<file path="config.mk">
export PLATFORM = sky130hd
export DESIGN_NAME = exu_div
export DESIGN_NICKNAME = d
export VERILOG_FILES = /design/src/rtl/exu_div.sv
export SDC_FILE = /design/constraint.sdc
export NUM_CORES = 1
export LEC_CHECK = 0
export ABC_AREA = 0
export BUFFER_PORTS_ARGS = -buffer_cell sky130_fd_sc_hd__buf_2
export CORE_MARGIN = 10
export CORE_UTILIZATION = 41
export DETAILED_ROUTE_END_ITERATION = 10
export GPL_TIMING_DRIVEN = 0
export SYNTH_ARGS = -nofsm -noshare
export SYNTH_HDL_FRONTEND = slang
export SYNTH_SLANG_ARGS = --single-unit
export TNS_END_PERCENT = 50
</file>
<file path="constraint.sdc">
create_clock -name clk -period 7.5 [get_ports clk]
set_clock_uncertainty 0.2 [all_clocks]
set_input_delay 0.75 -clock clk [delete_from_list [all_inputs] [get_ports clk]]
set_output_delay 0.75 -clock clk [all_outputs]
set_load 0.05 [all_outputs]
</file>
<file path="src/rtl/exu_div.sv">
// -----------------------------------------------------------------------------
// exu_div -- multi-cycle integer divider for the EXU (DIV/DIVU/REM/REMU)
//
// Radix-2 restoring division producing one quotient bit per clock. Signed
// operands are converted to magnitudes up front and the result signs are
// restored in a single fix-up cycle. Divide-by-zero and MIN_INT / -1 are
// resolved without iterating and are reported through dz / of.
//
// Handshake (start / busy / done):
//   start is sampled only while the divider is idle. An accepted start raises
//   busy on the same edge. busy stays high until the edge that produces the
//   result. On that edge busy drops and done rises for exactly one cycle.
//   start seen while busy is dropped (there is no queue). The done cycle is
//   already idle, so a start presented there is accepted. flush overrides
//   everything, including a simultaneous start: the next edge returns to
//   idle with busy=0 and no done, and the result registers keep their values.
//
// Ports:
//   clk        in   1      rising-edge clock
//   reset      in   1      asynchronous, active-high reset
//   start      in   1      operation request (sampled in IDLE only)
//   sign       in   1      1 = signed, 0 = unsigned (sampled with start)
//   dividend   in   WIDTH  numerator (sampled with start)
//   divisor    in   WIDTH  denominator (sampled with start)
//   flush      in   1      abort the current operation
//   busy       out  1      operation accepted and not yet done
//   done       out  1      one-cycle result-valid pulse
//   quotient   out  WIDTH  quotient, truncated toward zero (held)
//   remainder  out  WIDTH  remainder, sign follows dividend (held)
//   dz         out  1      divisor was zero (held with results)
//   of         out  1      signed overflow MIN_INT / -1 (held with results)
//   dbg_state  out  2      current FSM state (0 IDLE, 1 CALC, 2 FIX, 3 SPEC)
// -----------------------------------------------------------------------------
module exu_div #(
    parameter int WIDTH = 32
) (
    input  logic             clk,
    input  logic             reset,
    input  logic             start,
    input  logic             sign,
    input  logic [WIDTH-1:0] dividend,
    input  logic [WIDTH-1:0] divisor,
    input  logic             flush,
    output logic             busy,
    output logic             done,
    output logic [WIDTH-1:0] quotient,
    output logic [WIDTH-1:0] remainder,
    output logic             dz,
    output logic             of,
    output logic [1:0]       dbg_state
);

    localparam int CW = $clog2(WIDTH) + 1;

    localparam logic [CW-1:0]    CNT_INIT = CW'(WIDTH);
    localparam logic [CW-1:0]    CNT_ONE  = CW'(1);
    localparam logic [WIDTH-1:0] ONE      = WIDTH'(1);
    localparam logic [WIDTH-1:0] ZERO     = '0;
    localparam logic [WIDTH-1:0] ONES     = '1;
    localparam logic [WIDTH-1:0] MIN_INT  = {1'b1, {(WIDTH-1){1'b0}}};

    typedef enum logic [1:0] {
        S_IDLE = 2'd0,
        S_CALC = 2'd1,
        S_FIX  = 2'd2,
        S_SPEC = 2'd3
    } state_t;

    state_t state, state_next;

    // Working registers
    logic [WIDTH-1:0] rem_r;     // partial remainder (magnitude)
    logic [WIDTH-1:0] quo_r;     // dividend magnitude shifting out, quotient shifting in
    logic [WIDTH-1:0] dvs_r;     // divisor magnitude
    logic [CW-1:0]    cnt;       // iterations remaining
    logic             neg_q;
    logic             neg_r;
    logic             pend_dz;   // flags for the special-case path, published at SPEC
    logic             pend_of;

    // Operand classification on the request inputs
    logic             is_zero;
    logic             is_ovf;
    logic [WIDTH-1:0] dvd_abs;
    logic [WIDTH-1:0] dvs_abs;

    assign is_zero = (divisor == ZERO);
    assign is_ovf  = sign && (dividend == MIN_INT) && (divisor == ONES);

    // The magnitude of MIN_INT wraps back to 1<<(WIDTH-1), which is exactly
    // the right unsigned value, so no special handling is needed.
    assign dvd_abs = (sign && dividend[WIDTH-1]) ? (~dividend + ONE) : dividend;
    assign dvs_abs = (sign && divisor[WIDTH-1])  ? (~divisor + ONE)  : divisor;

    // One restoring step: shift {rem, quo} left and try to subtract.
    // A set bit WIDTH in the trial difference is the borrow (trial < 0).
    logic [WIDTH:0] shifted;
    logic [WIDTH:0] trial;

    assign shifted = {rem_r, quo_r[WIDTH-1]};
    assign trial   = shifted - {1'b0, dvs_r};

    assign dbg_state = state;

    // ---------------------------------------------------------------- FSM
    always_ff @(posedge clk or posedge reset) begin
        if (reset) begin
            state <= S_IDLE;
        end else begin
            state <= state_next;
        end
    end

    always_comb begin
        state_next = state;
        case (state)
            S_IDLE: begin
                if (start) begin
                    state_next = (is_zero || is_ovf) ? S_SPEC : S_CALC;
                end
            end
            S_CALC: begin
                // The edge that takes cnt from 1 to 0 is the last iteration.
                if (cnt == CNT_ONE) begin
                    state_next = S_FIX;
                end
            end
            S_FIX:   state_next = S_IDLE;
            S_SPEC:  state_next = S_IDLE;
            default: state_next = S_IDLE;
        endcase
        if (flush) begin
            state_next = S_IDLE;
        end
    end

    // ----------------------------------------------------------- datapath
    always_ff @(posedge clk or posedge reset) begin
        if (reset) begin
            busy      <= 1'b0;
            done      <= 1'b0;
            quotient  <= ZERO;
            remainder <= ZERO;
            dz        <= 1'b0;
            of        <= 1'b0;
            rem_r     <= ZERO;
            quo_r     <= ZERO;
            dvs_r     <= ZERO;
            cnt       <= '0;
            neg_q     <= 1'b0;
            neg_r     <= 1'b0;
            pend_dz   <= 1'b0;
            pend_of   <= 1'b0;
        end else begin
            done <= 1'b0;
            if (flush) begin
                busy <= 1'b0;
            end else begin
                case (state)
                    S_IDLE: begin
                        if (start) begin
                            busy    <= 1'b1;
                            dz      <= 1'b0;
                            of      <= 1'b0;
                            pend_dz <= 1'b0;
                            pend_of <= 1'b0;
                            neg_q   <= 1'b0;
                            neg_r   <= 1'b0;
                            if (is_zero) begin
                                quo_r   <= ONES;
                                rem_r   <= dividend;
                                pend_dz <= 1'b1;
                            end else if (is_ovf) begin
                                quo_r   <= MIN_INT;
                                rem_r   <= ZERO;
                                pend_of <= 1'b1;
                            end else begin
                                quo_r <= dvd_abs;
                                rem_r <= ZERO;
                                dvs_r <= dvs_abs;
                                cnt   <= CNT_INIT;
                                neg_q <= sign && (dividend[WIDTH-1] ^ divisor[WIDTH-1]);
                                neg_r <= sign && dividend[WIDTH-1];
                            end
                        end
                    end
                    S_CALC: begin
                        rem_r <= trial[WIDTH] ? shifted[WIDTH-1:0] : trial[WIDTH-1:0];
                        quo_r <= {quo_r[WIDTH-2:0], ~trial[WIDTH]};
                        cnt   <= cnt - CNT_ONE;
                    end
                    S_FIX: begin
                        quotient  <= neg_q ? (~quo_r + ONE) : quo_r;
                        remainder <= neg_r ? (~rem_r + ONE) : rem_r;
                        done      <= 1'b1;
                        busy      <= 1'b0;
                    end
                    S_SPEC: begin
                        quotient  <= quo_r;
                        remainder <= rem_r;
                        dz        <= pend_dz;
                        of        <= pend_of;
                        done      <= 1'b1;
                        busy      <= 1'b0;
                    end
                    default: begin
                        busy <= 1'b0;
                    end
                endcase
            end
        end
    end

endmodule
</file>
* Word-level counts from Yosys, hierarchy flattened
Cells that the tools add are included.
** Storage, ports and cells
- Register bits after elaboration :: 176
- Bits in latches :: 0
- RAM bits :: 0
- ROM bits :: 0
- Input bits :: 69
- Output and inout port bits :: 70
- Word-level logic and storage cells :: 100
- Memories :: 0
** Operators by class
- Add/subtract/negate cells :: 6
- $mul :: 0
- Div/mod/pow operators :: 0
- $lt $le $gt $ge :: 0
- Equal/unequal tests :: 11
- Shift-type cells :: 0
- Mux-type cells :: 38
- Bitwise logic cells :: 9
- Reductions and logical operators :: 21
** Operator list (number)
- two-way mux 32 bit :: 10
- one-hot mux 32 bit (2 select lines) :: 4
- adder 32 x 1 -> 32 bit, second input constant :: 4
- inverter 32 bit :: 4
- == test 32 bit, second input constant :: 2
- subtractor 33 x 32 -> 33 bit :: 1
- zero test 32 bit :: 1
- two-way mux 6 bit :: 3
- two-way mux 1 bit :: 12
- one-hot mux 6 bit (2 select lines) :: 1
- AND reduction 5 bit :: 2
- AND reduction 3 bit :: 3
- two-way mux 2 bit :: 4
- == test 6 x 1 -> 1 bit, second input constant :: 1
- inequality test 2 bit, second input constant :: 3
- inequality test 3 bit, second input constant :: 2
- one-hot mux 1 bit (2 select lines) :: 3
- one-hot mux 2 bit (3 select lines) :: 1
- AND reduction 2 bit :: 3
- nonzero test 2 bit :: 3
- subtractor 6 x 1 -> 6 bit, second input constant :: 1
- logical AND 1 bit :: 5
- == test 2 bit, second input constant :: 2
- inverter 1 bit :: 4
- 6 further kinds :: 6

* Longest topological paths before layout
Gate-level depths: netlist of the first run.
- Depth in word-level cells :: 8
- Depth in mapped cells :: 15
- Depth with buffers taken out :: 12

* Worst setup path before layout of the first run
No wires, ideal clock.
- Path kind :: in2reg
- From :: input divisor[0]
- To :: register cnt[5]
- Library setup time :: 0.128 ns
- Data arrival time :: 3.151 ns
- Required time :: 7.172 ns
- Slack :: 4.021 ns
- Stages on the path :: 11
- Path buffers :: 0
- Path through :: inv_1 -> ha_1 -> or3b_2 -> nor4b_1 -> nand3_1 -> or3_4 -> a211o_1 -> nand3b_2 -> nor3_1 -> xnor2_1 -> o21ai_1
** On the way
- Word-level cells in the longest chain between the ends :: 4
- Elaborated cells on any way between the ends :: 6
- Those cells by class :: 3 x eq/ne; 3 x reduce/logical
** RTL lines
- start, declared :: line 42 : input logic [WIDTH-1:0] divisor,
- == test 32 bit :: line 88 : assign is_ovf = sign && (dividend == MIN_INT) && (divisor == ONES);
- logical AND 1 bit :: line 88
- inequality test 2 bit (no line)
- AND reduction 5 bit (no line) (*)
- end signal, assigned :: line 190 : cnt <= cnt - CNT_ONE;
- end, declared :: line 75 : logic [CW-1:0] cnt;
Mark *: on every way between the ends. The rest lies on a longest branch, timed or not.
A chain may end at the register's enable or synchronous reset.

* Worst setup path in the final report of the first run
- From :: register quo_r[31]
- To :: register rem_r[21]
** On the way
- Word-level cells in the longest chain between the ends :: 3
** RTL lines
- start, declared :: line 73 : logic [WIDTH-1:0] quo_r;
- start signal, assigned :: line 178 : quo_r <= dvd_abs;
- start signal, assigned :: line 189 : quo_r <= {quo_r[WIDTH-2:0], ~trial[WIDTH]};
- subtractor 33 x 32 -> 33 bit :: line 101 : assign trial = shifted - {1'b0, dvs_r};
- two-way mux 32 bit :: line 188 : rem_r <= trial[WIDTH] ? shifted[WIDTH-1:0] : trial[WIDTH-1:0];
- one-hot mux 32 bit (2 select lines) :: line 159 : case (state)
- end signal, assigned :: line 171 : rem_r <= dividend;
- end signal, assigned :: line 188
- end, declared :: line 72 : logic [WIDTH-1:0] rem_r;
No other way between the ends.

==> results.md, run 1 <==
* Status: complete, no violations
* Yosys warning total at 0
* Worst-margin pin slew at approximately 0.8 ns
* Number of nets in the layout at ~1700
* Cell-internal power at 2.38 mW
* Non-filler cells, final at 2005
* Fin crit period at around 4.1 ns
* Sequential Power Share at 0.319
* Critical path data required time at 7.58 ns
* Routability cong. at 0.955
* Slew Limit Fails at 0
* Worst Hold Slack at 0.211 ns
* First-pass GRT wire length at 63100 um
* Syn_area_per_cell at 8.20 sq um
* Sw frac at 0.459
* Pwr dens at 322 mW/mm^2
* Overall routing resource usage at 0.220
* Post-layout util at 0.478
* CP endpoint kind: flip-flop
* Clock power share at 0.210
* Via count at 11260
* Die height at 190 um
* PostCTS Resize Cnt at 0
* Worst setup path class: flip-flop to flip-flop
* Width of the chip at between 150 and 200 um
* Num CTS Buffers at 17
* Die area at 0.0362 sq mm
* Number of global-route vias before repair at 11253
* CTS Hold Bufs at 0
* Final ANT Viol Nets at 0
* Asr flop ratio synth at 1.00
* Total grt overflow at 0
* Most used flip-flop cell after synthesis: dfrtp_1
* VDD IR max at about 0.17 mV
* Arrival time worst endpoint at roughly 4.2 ns
* CTS tree: done
* Drt drc at 0
* Routed WL at 39900 um
* Top Usage Layer GRT: met2
* Core area at 0.0286 sq mm
* Area share of the largest cell type after synthesis at 0.371
* GR met3 Demand/Resource at 0.0369
* Grt met2 use at 0.337
* Ports at 139
* Initial antenna violation count at 3
* Pre-antenna DRT Iters at 5
* DR iter-0 viols at 924
* Area leader, netlist: dfrtp_1
* Clock Sinks at 176
* Synth area leaders: dfrtp_1 37%, o21ai_0 7.3%, nand2_1 6.7%
* Hold Path Class: input port to asynchronous set/reset pin
* RSZ-0062 raised after global routing: no
* Placed Cells at 1972
* Critical Path Fanout Max at 10
* Worst path cell trace: inv_1, ha_1, fa_1, nand2b_1, a21oi_1, a2111oi_0, o21ba_2, a2111oi_2, nor3_2, nor2_1, buf_4, buf_4, a31oi_1, a31oi_1
* Share of cells above drive strength 1 at 0.135
* Max Cap Viol at 0
* Slowest cell delay on critical path at roughly 0.66 ns
* Buffers added on ports at 138
* Via density at 5.62
* Max Buffers Root-to-Sink at 2
* Leakage at 5.92 nW
* Distinct cell type count after synthesis at 73
* Starting Density at 0.415
* Std-Cell Rows at 62
* Max_slew headroom at 0.453
* Syn_nets at 1558
* Synth Register Bits at roughly 180
* Drt wl/cell at 19.9 um
* EDFF count, synth at 0
* Root buffer cell: clkbuf_16
* CP Launch Type: flip-flop
* Slowest CP cell: a2111oi_0
* Sw Pwr at 2.02 mW
* Final Setup Violations at 0
* Final Hold Viols at 0
* Number of setup buffers added after CTS at 0
* Post-DP HPWL at ~32000 um
* Reg clk slew, reported paths at 0.08 ns
* Met1 Use GR at 0.300
* Worst-skew pair later-pin latency at 0.44 ns
* H-tree depth at 4
* Register area share after synthesis at 0.371
* Combinational power share at 0.472
* Post-Syn Instances at 1449
* Final period util at 0.549
* Layout area overhead at 15.2%
* Pin count of the biggest net entering global routing at 99
* Fmax at 243 MHz
* Synthesized area at 0.0119 sq mm
cells in the mapped netlist (24+ instances only):
master      n
nand2_1   212
dfrtp_1   176
o21ai_0   173
a21oi_1   101
nor2_1     90
xnor2_1    76
clkbuf_1   71
xor2_1     71
inv_1      53
a31oi_1    41
ha_1       39
nor3_1     38
o31ai_1    25
a221oi_1   24
final cells by class:
class	count	area, sq um
well taps	384	480
inverters	53	206
repair buffers	139	718
clock buffers	17	425
fillers	2866	14900
multi-input cells	1133	6930
diodes	1	2.50
flip-flops and latches	176	4400
clock inverters	15	168
plain buffers	87	352
sequential cells by signal, summed over array words and instances (netlist names):
register	cells
busy	1
cnt	6
dbg_state	2
done	1
dvs_r	32
dz	1
neg_q	1
neg_r	1
of	1
pend_dz	1
pend_of	1
quo_r	32
quotient	32
rem_r	32
remainder	32
critical path, delay by kind of cell, from the launching register on:
| kind | cells | cell delay (ns) |
|---|---|---|
| AND/OR/NAND/NOR | 3 | 0.79 |
| AO/OA/AOI/OAI | 6 | 1.50 |
| adder cells (fa/ha/maj) | 2 | 0.41 |
| buffers and inverters | 3 | 0.63 |
| flip-flops | 1 | 0.43 |
metrics by stage:
stage          area [sq um]  power (mW)  worst slack, ns  TNS, ns
6_report              13700        4.41             3.38        0
5_1_grt               13700        4.71             3.09        0
4_1_cts               13700        4.38             3.38        0
3_5_place_dp          13100        3.46             3.29        0
3_3_place_gp          13100        3.42           -0.406   -69.15
2_1_floorplan         11900        2.87             1.78        0
cell families after synthesis:
| family | share of synthesized area |
|---|---|
| AOI/OAI and AO/OA | 0.239 |
| xor gates and xnor gates | 0.108 |
| adders and majority gates | 0.0427 |
| buffers and inverters | 0.0463 |
| DFF | 0.371 |
| muxes | 0.00442 |
| and+or+nand+nor | 0.189 |
per-layer routing:
metal / up-vias / routed length (um)
met5: - / 18
met3: 71 / 2570
met2: 394 / 17500
met1: 5299 / 18400
met4: 4 / 1390
li1: 5492 / -
cells in the final DEF, fill, tap and decap left out, drive strengths merged, types with 9 or more instances in the layout:
cell type / synthesis / layout
a21oi: 101 / 101
inv: 53 / 60
xnor2: 76 / 76
o41ai: 15 / 15
nor4: 16 / 16
nand2: 213 / 213
or4: 10 / 10
nand2b: 16 / 16
buf: 16 / 155
dfrtp: 176 / 176
nor3: 40 / 40
o22ai: 9 / 9
nor2: 91 / 91
a21o: 15 / 15
nand3: 13 / 13
o31ai: 25 / 25
a31oi: 41 / 41
xor2: 71 / 71
o21ai: 189 / 189
a221oi: 24 / 24
nand4: 18 / 18
ha: 39 / 39
clkbuf: 71 / 88
or3: 12 / 12
power by group through the flow:
stage	Combinational, mW	Clock [mW]	Sequential [mW]
2_1_floorplan	1.41	0	1.46
3_3_place_gp	2.01	0	1.41
3_5_place_dp	2.04	0	1.41
4_1_cts	2.06	0.932	1.39
5_1_grt	2.30	0.971	1.43
6_report	2.08	0.924	1.40
worst paths after layout:
| kind | startpoint | end | slack [ns] | cells past startpoint |
|---|---|---|---|---|
| max | quo_r[31]$_DFFE_PP0P_ | rem_r[21]$_DFFE_PP0P_ | 3.38 | 14 |
| min reg2reg | remainder[18]$_DFFE_PP0P_ | remainder[18]$_DFFE_PP0P_ | 0.27 | 2 |
| max in group asynchronous | reset | quo_r[7]$_DFFE_PP0P_ | 6.04 | 3 |
| min in group clk | remainder[18]$_DFFE_PP0P_ | remainder[18]$_DFFE_PP0P_ | 0.27 | 2 |
| min | reset | rem_r[5]$_DFFE_PP0P_ | 0.21 | 2 |
| max reg2reg | quo_r[31]$_DFFE_PP0P_ | rem_r[21]$_DFFE_PP0P_ | 3.38 | 14 |
Power figures use the tool's default switching activity.
==> inputs of run 2 (changes only) <==
--- a/config.mk
+++ b/config.mk
@@ -5,7 +5,7 @@
 export SDC_FILE = /design/constraint.sdc
 export NUM_CORES = 1
 export LEC_CHECK = 0
-export ABC_AREA = 0
+export ABC_AREA = 1
 export BUFFER_PORTS_ARGS = -buffer_cell sky130_fd_sc_hd__buf_2
 export CORE_MARGIN = 10
 export CORE_UTILIZATION = 41
==> constraint.sdc (replaced) <==
create_clock -name clk -period 3.35 [get_ports clk]
set_clock_uncertainty 0.2 [all_clocks]
set_input_delay 0.335 -clock clk [delete_from_list [all_inputs] [get_ports clk]]
set_output_delay 0.335 -clock clk [all_outputs]
set_load 0.05 [all_outputs]
==> run 2 against run 1 <==
- total power grew to 4.0 times the previous value
- sequential share of layout area is 4.2 points lower
- clock power is 110% higher
- critical path type unchanged
- critical endpoint is now rem_r[18]$_DFFE_PP0P_
- largest cell class unchanged
- largest power group unchanged
==> results.md, run 2 <==
* Status: complete, no violations
* Combinational power share at 0.646
* Arrival time worst endpoint at 3.23 ns
* Fmax at 323 MHz
* Std-Cell Rows at between 60 and 70
* Syn_area_per_cell at 6.41 sq um
* Buffers added on ports at roughly 140
* Worst Hold Launch: dividend[8]
* Fin crit period at 3.10 ns
* Total grt overflow at 0
* Max Cap Viol at 0
* Drt wl/cell at 17.7 um
* Number of nets in the layout at 2427
* Max Buffers Root-to-Sink at 2
* Yosys warning total at 0
* Critical path data required time at 3.49 ns
* Reg clk slew, reported paths at 0.07 ns
* Hold Path Class: input port to flip-flop
* Non-filler cells, final at 2779
* Post-DP HPWL at 40900 um
* EDFF count, synth at 0
* # diodes at 0
* Initial antenna violation count at 0
* Reg2reg path depth at 17
* Share of cells above drive strength 1 at 0.111
* Max_slew headroom at 0.349
* Die height at 204 um
* Layout area overhead at 14.2%
* CP endpoint kind: flip-flop
* Slew Limit Fails at 0
* Routed WL at approximately 49000 um
* Starting Density at 0.414
* Final Setup Violations at 0
* Final ANT Viol Nets at 0
* R2r setup slk at around 0.25 ns
* Cell-internal power at 7.64 mW
* Worst-skew pair later-pin latency at 0.45 ns
* Syn_nets at 2262
* Asr flop ratio synth at 1.00
* Most used flip-flop cell after synthesis: dfrtp_1
* Routability cong. at roughly 0.96
* Via density at 5.13
* CP Launch Type: flip-flop
* Die area at approximately 0.041 sq mm
* Worst-margin pin slew at 0.973 ns
* Sw frac at 0.569
* CTS tree: done
* Synth area leaders: dfrtp_1 32%, nand2_1 17%, inv_1 9.3%
* Cell with the most instances after synthesis: nand2_1
* Width of the chip at roughly 200 um
* Post-layout util at 0.472
* Post-Syn Instances at 2153
* Total power at 17.7 mW
* Area share of the largest cell type after synthesis at 0.319
* Synthesized area at 0.0138 sq mm
* Register area share after synthesis at 0.319
* Ports at 139
* Most frequent cells in the layout: 618 x nand2_1, 341 x inv_1, 237 x nor2_1
* Worst hold endpoint: quo_r[8]$_DFFE_PP0P_
* Worst setup path class: flip-flop to flip-flop
* Pwr dens at between 1000 and 1500 mW/mm^2
* Area leader, netlist: dfrtp_1
* Most instantiated cells after synthesis: 619 x nand2_1, 342 x inv_1, 237 x nor2_1
* Drt drc at 0
* RSZ-0062 raised after global routing: no
* Leakage at 8.38 nW
* Final Hold Viols at 0
* Clock Sinks at 176
* Distinct cell type count after synthesis at 45
* Final worst slack at 0.255 ns
* Overall routing resource usage at 0.235
* R2R Path End: rem_r[18]$_DFFE_PP0P_
* First-pass GRT wire length at 76300 um
* Number of global-route vias before repair at 13495
* Most common library cell in the layout ignoring fill and taps: nand2_1
* Number of setup buffers added after CTS at 0
* Clock power share at 0.110
* Via count at approximately 14000
* Dpl ws at 0.162 ns
* DR iter-0 viols at about 1200
* Sw Pwr at between 10 and 15 mW
* Root buffer cell: clkbuf_16
* Num CTS Buffers at 17
* Sequential Power Share at 0.244
* Synth Register Bits at 176
* Critical Path Fanout Max at 10
* Worst Hold Slack at 0.0172 ns
* Pin count of the biggest net entering global routing at 42
* Cell depth of the worst hold path at 4
* Pre-antenna DRT Iters at 6
* Core area at 0.0334 sq mm
* Final period util at 0.924
* Worst r2r src: dvs_r[0]$_DFFE_PP0P_
* Placed Cells at 2742
* VDD IR max at roughly 0.6 mV
* H-tree depth at 4
## run 2: per-stage QoR
step / cell area (sq um) / setup TNS [ns]
2_1_floorplan: 13800 / 0
3_3_place_gp: 15100 / -112.72
3_5_place_dp: 15100 / 0
4_1_cts: 15800 / 0
5_1_grt: 15800 / 0
6_report: 15800 / 0
## run 2: final cells by class
| type | instances | area, sq um |
|---|---|---|
| tap | 448 | 561 |
| clock inverter | 14 | 130 |
| multi-input combinational | 1565 | 7760 |
| buffer | 63 | 338 |
| sequential | 176 | 4400 |
| fill | 3616 | 17600 |
| clock buffer | 18 | 439 |
| inverter | 349 | 1310 |
| timing repair buffer | 146 | 816 |
## run 2: cell families (layout without fill, tap and decap cells)
kind of cell	count (synthesis)	in the layout	share of synthesized area
xor gates and xnor gates	96	96	0.0609
and+or+nand+nor	1130	1130	0.345
AOI/OAI and AO/OA	299	299	0.119
buffers and inverters	412	590	0.119
adders and majority gates	40	40	0.0368
DFF	176	176	0.319
## run 2: repair_timing
item | CTS | global route
endpoints found under the hold margin | 36 | 0
hold buffers | 5 | 0
gates resized for setup | 0 | 4
setup endpoints to repair | 0 | 4
## run 2: worst max-delay path by stage
| stage | start | to | slack (ns) | cells past startpoint |
|---|---|---|---|---|
| 3_5_place_dp | dvs_r[0]$_DFFE_PP0P_ | rem_r[18]$_DFFE_PP0P_ | 0.16 | 17 |
| 6_report | dvs_r[0]$_DFFE_PP0P_ | rem_r[18]$_DFFE_PP0P_ | 0.25 | 17 |
| 5_1_grt | quo_r[31]$_DFFE_PP0P_ | rem_r[19]$_DFFE_PP0P_ | 0.04 | 18 |
| 4_1_cts | quo_r[31]$_DFFE_PP0P_ | rem_r[18]$_DFFE_PP0P_ | 0.14 | 18 |
| 2_1_floorplan | reset | busy$_DFFE_PP0P_ | 0.56 | 1 |
| 3_3_place_gp | reset | dvs_r[14]$_DFFE_PP0P_ | -0.68 | 2 |
## run 2: routing by layer
metal | global-route usage | vias up | routed length (um)
li1 | - | 7131 | -
met1 | 0.326 | 6566 | 22800
met2 | 0.369 | 497 | 21700
met3 | 0.0330 | 59 | 3370
met4 | 0.0767 | 0 | 1200
met5 | 0 | - | 0
## run 2: power by group through the flow
| stage | combinational, mW | sequential (mW) | clock, mW |
|---|---|---|---|
| 3_5_place_dp | 11.3 | 4.32 | 0 |
| 6_report | 11.5 | 4.32 | 1.96 |
| 3_3_place_gp | 11.2 | 4.28 | 0 |
| 5_1_grt | 12.9 | 4.45 | 2.08 |
| 4_1_cts | 11.4 | 4.27 | 2.00 |
| 2_1_floorplan | 7.13 | 5.23 | 0 |
## run 2: critical path, cell delays in order (launching register included)
cell and delay, ns:
dfrtp_1 0.46, ha_1 0.24, fa_1 0.40, inv_1 0.10
nand3_1 0.07, nand2_1 0.13, nand2_1 0.08, nand2_2 0.11
nand2_1 0.06, nand2_1 0.15, nand2_1 0.14, nand2_1 0.12
nand2_1 0.07, nand2_2 0.15, buf_4 0.21, nand2_1 0.10
nand3_1 0.11, a21oi_1 0.08
==> inputs of run 3 (changes only) <==
==> constraint.sdc (replaced) <==
create_clock -name clk -period 3.8 [get_ports clk]
set_clock_uncertainty 0.2 [all_clocks]
set_input_delay 0.38 -clock clk [delete_from_list [all_inputs] [get_ports clk]]
set_output_delay 0.38 -clock clk [all_outputs]
set_load 0.05 [all_outputs]
==> run 3 against run 2 <==
- clock power is 12% lower
- cell count is 0.14% lower
- hold slack better by 0.0030 ns
- critical endpoint unchanged
- largest power group unchanged
- critical path type unchanged
- die area stayed put
- sequential power is 12% lower
==> results.md, run 3 (synthesis results as in run 2) <==
* Number of setup buffers added after CTS at 0
* Reg clk slew, reported paths at roughly 0.080 ns
* Max_slew headroom at 0.348
* Fill cell count at 3617
* Die area at between 0.04 and 0.05 sq mm
* Pin count of the biggest net entering global routing at 42
* Final ANT Viol Nets at 0
* Slowest cell delay on critical path at 0.45 ns
* DR iter-0 viols at 1242
* Width of the chip at 204 um
* Drt wl/cell at 17.6 um
* Hold Path Class: input port to flip-flop
* Reg2reg path depth at 17
* Worst-skew pair later-pin latency at 0.46 ns
* # diodes at 0
* Register area at 0.00440 sq mm
* Ports at approximately 140
* Num CTS Buffers at 17
* Max Buffers Root-to-Sink at 2
* Buffers added on ports at 137
* Top cell by count, worst path: nand2_1
* Worst setup path class: flip-flop to flip-flop
* RSZ-0062 raised after global routing: no
* Drt drc at 0
* Pwr dens at ~1000 mW/mm^2
* Routed WL at between 40000 and 50000 um
* Number of global-route vias before repair at roughly 13000
* Root buffer cell: clkbuf_16
* Final worst slack at 0.576 ns
* Core area at 0.0334 sq mm
* Final period util at 0.848
* Arrival time worst endpoint at roughly 3.4 ns
* Max Cap Viol at 0
* PostCTS Resize Cnt at 0
* Worst r2r src: dvs_r[0]$_DFFE_PP0P_
* Initial antenna violation count at 0
* H-tree depth at 4
* Via count at between 10000 and 15000
* Critical path data required time at 3.94 ns
* Multi-input gate area at 0.00776 sq mm
* Status: complete, no violations
* Fin crit period at 3.22 ns
* Worst hold endpoint: dvs_r[30]$_DFFE_PP0P_
* Overall routing resource usage at 0.235
* Starting Density at 0.414
* Placed Cells at between 2000 and 3000
* Clock Sinks at 176
* R2R Path End: rem_r[18]$_DFFE_PP0P_
* Final Setup Violations at 0
* Most common library cell in the layout ignoring fill and taps: nand2_1
* Fmax at ~310 MHz
* First-pass GRT wire length at 76200 um
* Worst-margin pin slew at 0.974 ns
* Dpl ws at 0.612 ns
* CTS tree: done
* Cell depth of the worst hold path at 4
* Leakage at 8.36 nW
* Die height at 204 um
* Layout area overhead at 13.8%
* Pre-antenna DRT Iters at 6
* Via density at 5.11
* Std-Cell Rows at 67
* Slew Limit Fails at 0
* Final Hold Viols at 0
* Worst Hold Launch: divisor[30]
* Total grt overflow at 0
* CTS Hold Bufs at 1
* R2r setup slk at between 0.5 and 0.6 ns
* CP Launch Type: flip-flop
* Worst path cell trace: ha_1, fa_1, inv_1, nand3_1, nand2_1, nand2_1, nand2_1, nand2_1, nand2_1, nand2_1, nand2_1, nand2_1, nand2_2, buf_2, nand2_1, nand3_1, a21oi_1
* Critical Path Fanout Max at 10
* Most frequent cells in the layout: 619 x nand2_1, 341 x inv_1, 237 x nor2_1
* Routability cong. at 0.957
* Post-DP HPWL at 40900 um
* Number of nets in the layout at 2423
* CP endpoint kind: flip-flop
* Non-filler cells, final at 2775
* Share of cells above drive strength 1 at 0.110
* Slowest CP cell: dfrtp_1
* VDD IR max at 0.539 mV
-- run 3: changes by cell type in the layout (fill, tap and decap cells not counted), sizes merged --
cell         delta
buf             +1
dlygate4sd3     -4
clkbuf          -1
-- run 3: through the flow --
stage / instance area (sq um) / hold WS (ns) / utilization / TNS (ns) / total power [mW]
after global routing: 15700 / 0.0374 / 0.471 / 0 / 17.1
after floorplan: 13800 / 0.249 / - / 0 / 10.9
after global placement: 15100 / 0.259 / 0.451 / -41.44 / 13.7
after CTS: 15700 / 0.00891 / 0.471 / 0 / 15.6
after detailed placement: 15100 / 0.262 / 0.454 / 0 / 13.8
final: 15700 / 0.0202 / 0.471 / 0 / 15.6
-- run 3: layout make-up --
cell class	count	share of cell area
plain buffers	63	0.0212
multi-input cells	1565	0.494
inverters	349	0.0836
well taps	448	0.0357
clock buffers	18	0.0279
flip-flops and latches	176	0.280
repair buffers	142	0.0494
clock inverters	14	0.00828
-- run 3: critical path, delay by kind of cell (launching register included) --
family	cells	cell delay [ns]
AND/OR/NAND/NOR	12	1.37
adder cells (fa/ha/maj)	2	0.64
flip-flops	1	0.45
buffers and inverters	2	0.36
AO/OA/AOI/OAI	1	0.08
-- run 3: layer usage --
| layer | part of all wire | GRT usage | vias to the layer above | wire (um) |
|---|---|---|---|---|
| met2 | 0.44 | 0.368 | 454 | 21600 |
| met1 | 0.47 | 0.326 | 6534 | 22800 |
| met4 | 0.024 | 0.0767 | 0 | 1180 |
| met3 | 0.068 | 0.0332 | 55 | 3330 |
| li1 | - | - | 7134 | - |
| met5 | 0 | 0 | - | 0 |
-- run 3: worst max-delay path by stage --
stage | cells past startpoint | startpoint | end
6_report | 17 | dvs_r[0]$_DFFE_PP0P_ | rem_r[18]$_DFFE_PP0P_
5_1_grt | 18 | quo_r[31]$_DFFE_PP0P_ | rem_r[19]$_DFFE_PP0P_
4_1_cts | 18 | quo_r[31]$_DFFE_PP0P_ | rem_r[18]$_DFFE_PP0P_
3_5_place_dp | 17 | dvs_r[0]$_DFFE_PP0P_ | rem_r[18]$_DFFE_PP0P_
3_3_place_gp | 2 | reset | dvs_r[14]$_DFFE_PP0P_
2_1_floorplan | 1 | reset | busy$_DFFE_PP0P_
-- run 3: where the power goes --
part	leakage, nW	internal (mW)	total [mW]	switching, mW
clock	0.268	0.876	1.73	0.858
sequential	2.13	2.76	3.80	1.05
combinational	5.96	3.08	10.1	6.98
total	8.36	6.72	15.6	8.89
